### src/rtl/serial_subtractor_pkg.sv
// Shared definitions for the digit-serial subtractor: FSM encoding and sizing helpers.
package serial_subtractor_pkg;

    typedef enum logic [1:0] {
        StIdle = 2'd0,
        StRun  = 2'd1,
        StDone = 2'd2
    } state_e;

    localparam int unsigned DefaultSize  = 8;
    localparam int unsigned DefaultDigit = 2;

    function automatic int unsigned calc_nsteps(int unsigned size, int unsigned digit);
        return size / digit;
    endfunction

    // Wide enough to hold NSTEPS itself, not just NSTEPS-1.
    function automatic int unsigned calc_cnt_width(int unsigned size, int unsigned digit);
        return $clog2(calc_nsteps(size, digit)) + 1;
    endfunction

endpackage

### src/rtl/serial_subtractor_digit_sub.sv
// Combinational DIGIT-wide ripple-borrow subtractor built from single-bit full subtractors.
module digit_sub
    import serial_subtractor_pkg::*;
#(
    parameter int unsigned DIGIT = DefaultDigit
) (
    input  logic [DIGIT-1:0] a,
    input  logic [DIGIT-1:0] b,
    input  logic             bin,
    output logic [DIGIT-1:0] d,
    output logic             bout
);

    logic [DIGIT:0] borrow;

    assign borrow[0] = bin;

    for (genvar i = 0; i < DIGIT; i++) begin : g_fs
        assign d[i]          = a[i] ^ b[i] ^ borrow[i];
        assign borrow[i + 1] = (~a[i] & b[i]) | (~(a[i] ^ b[i]) & borrow[i]);
    end

    assign bout = borrow[DIGIT];

endmodule

### src/rtl/serial_subtractor.sv
// Digit-serial unsigned subtractor: diff = x - y, DIGIT bits per clock, registered borrow chain.
module serial_subtractor
    import serial_subtractor_pkg::*;
#(
    parameter int unsigned SIZE  = DefaultSize,
    parameter int unsigned DIGIT = DefaultDigit
) (
    input  logic            clk,
    input  logic            rst,
    input  logic            in_valid,
    output logic            in_ready,
    input  logic [SIZE-1:0] x,
    input  logic [SIZE-1:0] y,
    output logic            out_valid,
    input  logic            out_ready,
    output logic [SIZE-1:0] diff,
    output logic            bout,
    output logic            busy
);

    localparam int unsigned NSteps = calc_nsteps(SIZE, DIGIT);
    localparam int unsigned CntW   = calc_cnt_width(SIZE, DIGIT);

    state_e state_q, state_d;

    logic [SIZE-1:0]  x_q, x_d;
    logic [SIZE-1:0]  y_q, y_d;
    logic [SIZE-1:0]  diff_q, diff_d;
    logic             borrow_q, borrow_d;
    logic [CntW-1:0]  cnt_q, cnt_d;

    logic [DIGIT-1:0] dig_d;
    logic             dig_bout;
    logic             accept;
    logic             last_step;

    digit_sub #(
        .DIGIT(DIGIT)
    ) u_digit_sub (
        .a   (x_q[DIGIT-1:0]),
        .b   (y_q[DIGIT-1:0]),
        .bin (borrow_q),
        .d   (dig_d),
        .bout(dig_bout)
    );

    assign accept    = in_valid && in_ready;
    assign last_step = (cnt_q == CntW'(NSteps - 1));

    always_comb begin
        state_d   = state_q;
        in_ready  = 1'b0;
        out_valid = 1'b0;
        busy      = 1'b0;
        unique case (state_q)
            StIdle: begin
                in_ready = 1'b1;
                if (in_valid) begin
                    state_d = StRun;
                end
            end
            StRun: begin
                busy = 1'b1;
                if (last_step) begin
                    state_d = StDone;
                end
            end
            StDone: begin
                busy      = 1'b1;
                out_valid = 1'b1;
                if (out_ready) begin
                    state_d = StIdle;
                end
            end
            default: begin
                state_d = StIdle;
            end
        endcase
    end

    always_comb begin
        x_d      = x_q;
        y_d      = y_q;
        diff_d   = diff_q;
        borrow_d = borrow_q;
        cnt_d    = cnt_q;
        if (accept) begin
            x_d      = x;
            y_d      = y;
            borrow_d = 1'b0;
            cnt_d    = '0;
        end else if (state_q == StRun) begin
            x_d      = x_q >> DIGIT;
            y_d      = y_q >> DIGIT;
            // New digit enters at the MSB end so the LSB digit lands at bit 0 after NSTEPS shifts.
            diff_d   = (diff_q >> DIGIT) | (SIZE'(dig_d) << (SIZE - DIGIT));
            borrow_d = dig_bout;
            cnt_d    = cnt_q + 1'b1;
        end
    end

    always_ff @(posedge clk or posedge rst) begin
        if (rst) begin
            state_q  <= StIdle;
            x_q      <= '0;
            y_q      <= '0;
            diff_q   <= '0;
            borrow_q <= 1'b0;
            cnt_q    <= '0;
        end else begin
            state_q  <= state_d;
            x_q      <= x_d;
            y_q      <= y_d;
            diff_q   <= diff_d;
            borrow_q <= borrow_d;
            cnt_q    <= cnt_d;
        end
    end

    assign diff = diff_q;
    assign bout = borrow_q;

endmodule

### config.mk
export PLATFORM = sky130hd
export DESIGN_NAME = serial_subtractor
export DESIGN_NICKNAME = d
export VERILOG_FILES = /design/src/rtl/serial_subtractor_pkg.sv /design/src/rtl/serial_subtractor_digit_sub.sv /design/src/rtl/serial_subtractor.sv
export SDC_FILE = /design/constraint.sdc
export NUM_CORES = 1
export LEC_CHECK = 0
export BUFFER_PORTS_ARGS = -buffer_cell sky130_fd_sc_hd__buf_2
export CAP_MARGIN = 30
export CORE_AREA = 5 5 55 62
export CTS_BUF_LIST = sky130_fd_sc_hd__clkbuf_8
export CTS_CLUSTER_DIAMETER = 30
export DETAILED_ROUTE_END_ITERATION = 12
export DIE_AREA = 0 0 60 67
export GPL_TIMING_DRIVEN = 0
export PLACE_DENSITY = 0.74
export SLEW_MARGIN = 20
export SYNTH_ARGS = -nofsm -noshare
export SYNTH_HDL_FRONTEND = slang
export SYNTH_SLANG_ARGS = --single-unit
### constraint.sdc
create_clock -name clk -period 3.7 [get_ports clk]
set_input_delay 0.37 -clock clk [delete_from_list [all_inputs] [get_ports clk]]
set_output_delay 0.37 -clock clk [all_outputs]
set_load 0.01 [all_outputs]
## After elaboration in Yosys (flattened, before gate mapping)

Cells that the tools add are included.

| cells by class | value |
|---|---|
| reduce and logical (&&, ||, !) cells | 6 |
| muxes and demuxes | 15 |
| $add $sub $neg | 1 |
| bitwise logic cells | 16 |
| equal/unequal tests | 6 |

Operators with widths:

| kind | number |
|---|---|
| $mux 8 | 4 |
| $or 6x8->8 | 1 |
| $mux 2 | 3 |
| $mux 3 | 2 |
| $ne 2x2->1 const B | 3 |
| $pmux 2 s3 | 1 |
| $mux 1 | 5 |
| $not 1->1 | 5 |
| $and 1x1->1 | 4 |
| $xor 1x1->1 | 4 |
| $add 3x1->3 const B | 1 |
| $eq 3x2->1 const B | 1 |
| $reduce_and 3->1 | 1 |
| $eq 2x1->1 const B | 1 |
| $eq 2x2->1 const B | 1 |
| $logic_not 2->1 | 1 |
| $or 1x1->1 | 2 |
| $reduce_and 2->1 | 1 |
| $reduce_bool 2->1 | 1 |
| $reduce_or 2->1 | 1 |
| $logic_and 1x1->1 | 1 |

| word-level totals | value |
|---|---|
| word-level logic and storage cells | 50 |
| input bits | 20 |
| bits in registers | 30 |
| output and inout port bits | 12 |

## Logic depth before layout (Yosys ltp)

| logic depth | value |
|---|---|
| depth in word-level cells | 8 |
| depth in mapped cells | 7 |
| mapped depth without buffers | 5 |

## Modules after synthesis

Synthesis repeated with hierarchy kept, for this count alone.

| second synthesis, totals | value |
|---|---|
| cells, all modules | 125 |
| area, all modules | 1,411.4 µm² |

Modules (own cells, without submodules):

| module | cells an instance | instances | area each (µm²) | sequential area each (µm²) |
|---|---|---|---|---|
| serial_subtractor | 118 | 1 | 1,352.5 | 750.7 |
| digit_sub | 7 | 1 | 58.8 | 0.0 |

## Least setup slack after synthesis

No wires, ideal clock.

| timing path | value |
|---|---|
| path type | register -> register |
| start point | register state_q[0] |
| end point | register state_q[0] |
| cell stages (with the launch flop) | 5 |
| setup time | 127 ps |
| data required time | 3,573 ps |
| arrival time | 1,399 ps |
| period minus slack after synthesis | 1,526 ps |
| path slack | 2,174 ps |
| path through | dfrtp_1 -> inv_1 -> ha_1 -> a222oi_1 -> mux2_1 |

| on the way | value |
|---|---|
| cells in the longest elaborated chain, start to end | 3 |
| elaborated cells between the ends (all ways) | 8 |
| classes of those cells | eq/ne (5); mux (1); reduce/logical (2) |

RTL lines:

| item | line | source |
|---|---|---|
| start: declaration | serial_subtractor.sv:24 | `state_e state_q, state_d;` |
| start signal: assignment | serial_subtractor.sv:104 | `state_q <= StIdle;` |
| start signal: assignment | serial_subtractor.sv:111 | `state_q <= state_d;` |
| $eq 2x1->1, or another cell as far along | serial_subtractor.sv:55 | `unique case (state_q)` |
| $ne 2x2->1 (no line) | n/a |  |
| $reduce_and 3->1 (no line) | n/a |  |

Several ways; a longest one is shown, not always the timed one.
A chain may end at the register's enable or synchronous reset.

## Worst setup path in the final report

| timing path | value |
|---|---|
| start point | register state_q[1] |
| end point | register state_q[0] |

Same word-level chain as after synthesis.

==> reports/metrics.yaml <==
outcome: "completed"
grt_pass1_wl_um: 4820
drt-total-wl_um: 2710
fmax_mhz: 597
syn-num-nets: 154
ys_types: 17
htreeDepth: 2
grt_max_degree: 19
ys_ff_latch: 30
syn-instance-count: 125
dpl_cell_area_um2: 1630
drive_gt1_frac: 0.313
clockRootBuffer: "clkbuf_8"
synth-compound-area-share: 0.0764
hold_buffers: 0
synth_top_area_cell: "dfrtp_1"
fin_crit_ps: 1670
endpoint: "state_q[0]"
final_area_um2: 1710
synth_top_family_by_area: "multiplexers"
final_nets: 193
die_w_um: 60
rows: 20
arrival_ps: 1830
power_w: 0.00150
worstSetupStartpointType: "register"
grt_pass1_vias: 1111
yosysMostFrequentCell: "dfrtp_1"
initial_core_util: 0.521
wl_per_cell_um: 13.8
max_cap_violations: 0
drc: 0
gp_congestion: 0.767
critical_path.endpoint_type: "register"
tightest_slew_ps: 594
netlist_area_um2: 1410
reg2reg_to: "state_q[0]"
drt-vias-per-instance: 5.08
dp_hpwl_um: 2070
drt_pass1_iterations: 4
power.density_nw_per_um2: 876
fillers: 220
numCtsBuffers: 5
fin_tns_setup_ps: 0
finalMaxSlewViolations: 0
slew_headroom: 0.603
finalHoldViolCount: 0
synth_area_leaders: "dfrtp_1 53%, mux2i_1 10%, ha_1 6.2%, o21ai_1 5.7%, mux2_2 4.8%"
fin_crit_sh: 0.453
post-cts-setup-buffers: 0
path_class: "reg2reg"
io_pins: 32
cts_resized: 0
hold_class: "in2async"
yosys.area_share.xor_xnor: 0.00622
io_buffers: 31
critPathMaxStageDelay_ps: 490
clk_latency_ps: 270
cts_tree: "yes"
grt_use_total: 0.161
irDropWorstVdd_mv: 0.559
muxShareOfSynthArea: 0.164
avgSynthCellArea_um2: 11.3
antenna_found_initial: 0
ys_seq_area_frac: 0.533
yosys-top-cells-count: "30 x dfrtp_1, 16 x nand2_1, 16 x o21ai_1"
reg2reg_from: "state_q[1]"
cts.reportedPaths.clkPinSlew_ps: 60
diodes: 0
leakage_nw: 0.845
synth_edf_count: 0
finalSetupViolCount: 0
async_flop_share: 1.00
crit_start: "state_q[1]"
drt_iter0_markers: 20
crit_path_top_delay_cell: "a222oi_1"
die_h_um: 67
ant_nets: 0
synth_top_area_frac: 0.533
synth-simple-area-share: 0.0809
grt_setup_unrepaired: "no"
ff2ff_path_depth: 4
ff2ff_setup_slack_ps: 2030
routed-via-count: 995
critPathMaxFanout: 4
dieArea_um2: 4020
clk_path_buf_depth: 2
cp_cell_sequence: "inv_1, ha_1, a222oi_1, mux2_1"
synthAdderAreaFrac: 0.0907
area_growth_pct: 21.8
overflow: 0
synthFlopType: "dfrtp_1"
crit_required_ps: 3850
clock-sinks: 30
fin_worst_skew_ps: 2.98
yosysWarnings: 0
core_um2: 2700
-- cell families after synthesis --
family / after synthesis
AO/OA/AOI/OAI: 20
flip-flops: 30
XOR/XNOR: 1
adder cells (fa/ha/maj): 9
AND/OR/NAND/NOR: 27
buffers and inverters: 16
multiplexers: 22
-- worst max-delay path, delay by kind of cell, from the launching register on --
| family | cells | cell delay (ps) |
|---|---|---|
| AO/OA/AOI/OAI | 1 | 490 |
| buffers and inverters | 1 | 100 |
| adder cells (fa/ha/maj) | 1 | 240 |
| multiplexers | 1 | 370 |
| flip-flops | 1 | 360 |
-- layout by cell type, fill, tap and decap left out, drive strengths merged --
cell type  instances
dfrtp             30
a211oi             1
nor2               6
buf               39
a21oi              2
mux2               8
nand2             16
ha                 7
and2               1
mux2i             14
a222oi             1
clkbuf             6
xnor2              1
fa                 2
nand2b             4
o21ai             16
inv                9
-- power breakdown --
group          internal [W]  leakage [nW]  total [W]  switching, W
Clock              0.000143        0.0431   0.000248      0.000106
Sequential         0.000492         0.367   0.000588     0.0000959
Combinational      0.000320         0.434   0.000666      0.000345
-- sequential cells by signal, indices dropped and copies added, names as in the netlist --
register,count
cnt_q,3
x_q,8
bout,1
diff,8
y_q,8
state_q,2
-- metrics by stage --
| step | worst slack (ps) | utilization | hold slack, ps | cells |
|---|---|---|---|---|
| 3_3_place_gp | 2060 | 0.594 | 484 | 189 |
| 5_1_grt | 1940 | 0.634 | 206 | 196 |
| 2_1_floorplan | 2170 | - | 461 | 125 |
| 4_1_cts | 2020 | 0.634 | 169 | 196 |
| 3_5_place_dp | 2030 | 0.604 | 458 | 190 |
| 6_report | 2030 | 0.634 | 156 | 196 |
-- metal layers --
layer  track usage  up-vias  share of wire
met2         0.280       25           0.52
met5             0        -              0
met1         0.186      475           0.42
met3        0.0368        7          0.043
met4        0.0665        0          0.016
li1              -      488              -
-- layout make-up --
class                           instances  area, µm²  area share
Sequential cell                        30        751       0.438
Multi-Input combinational cell         79        588       0.343
Timing Repair Buffer                   32        183       0.107
Clock buffer                            6       82.6      0.0482
Tap cell                               33       41.3      0.0241
Buffer                                  7       35.0      0.0204
Inverter                                9       33.8      0.0197
-- worst min path at each step --
stage	start	end	slack, ps	cells after the start
CTS	rst	y_q[0]	170	2
finish	rst	y_q[6]	160	2
detailed placement	rst	y_q[6]	460	2
floorplan	rst	bout	460	1
global placement	diff[1]	diff[1]	480	1
global route	rst	y_q[1]	210	2
No activity file was read; power rests on OpenSTA's default activity.
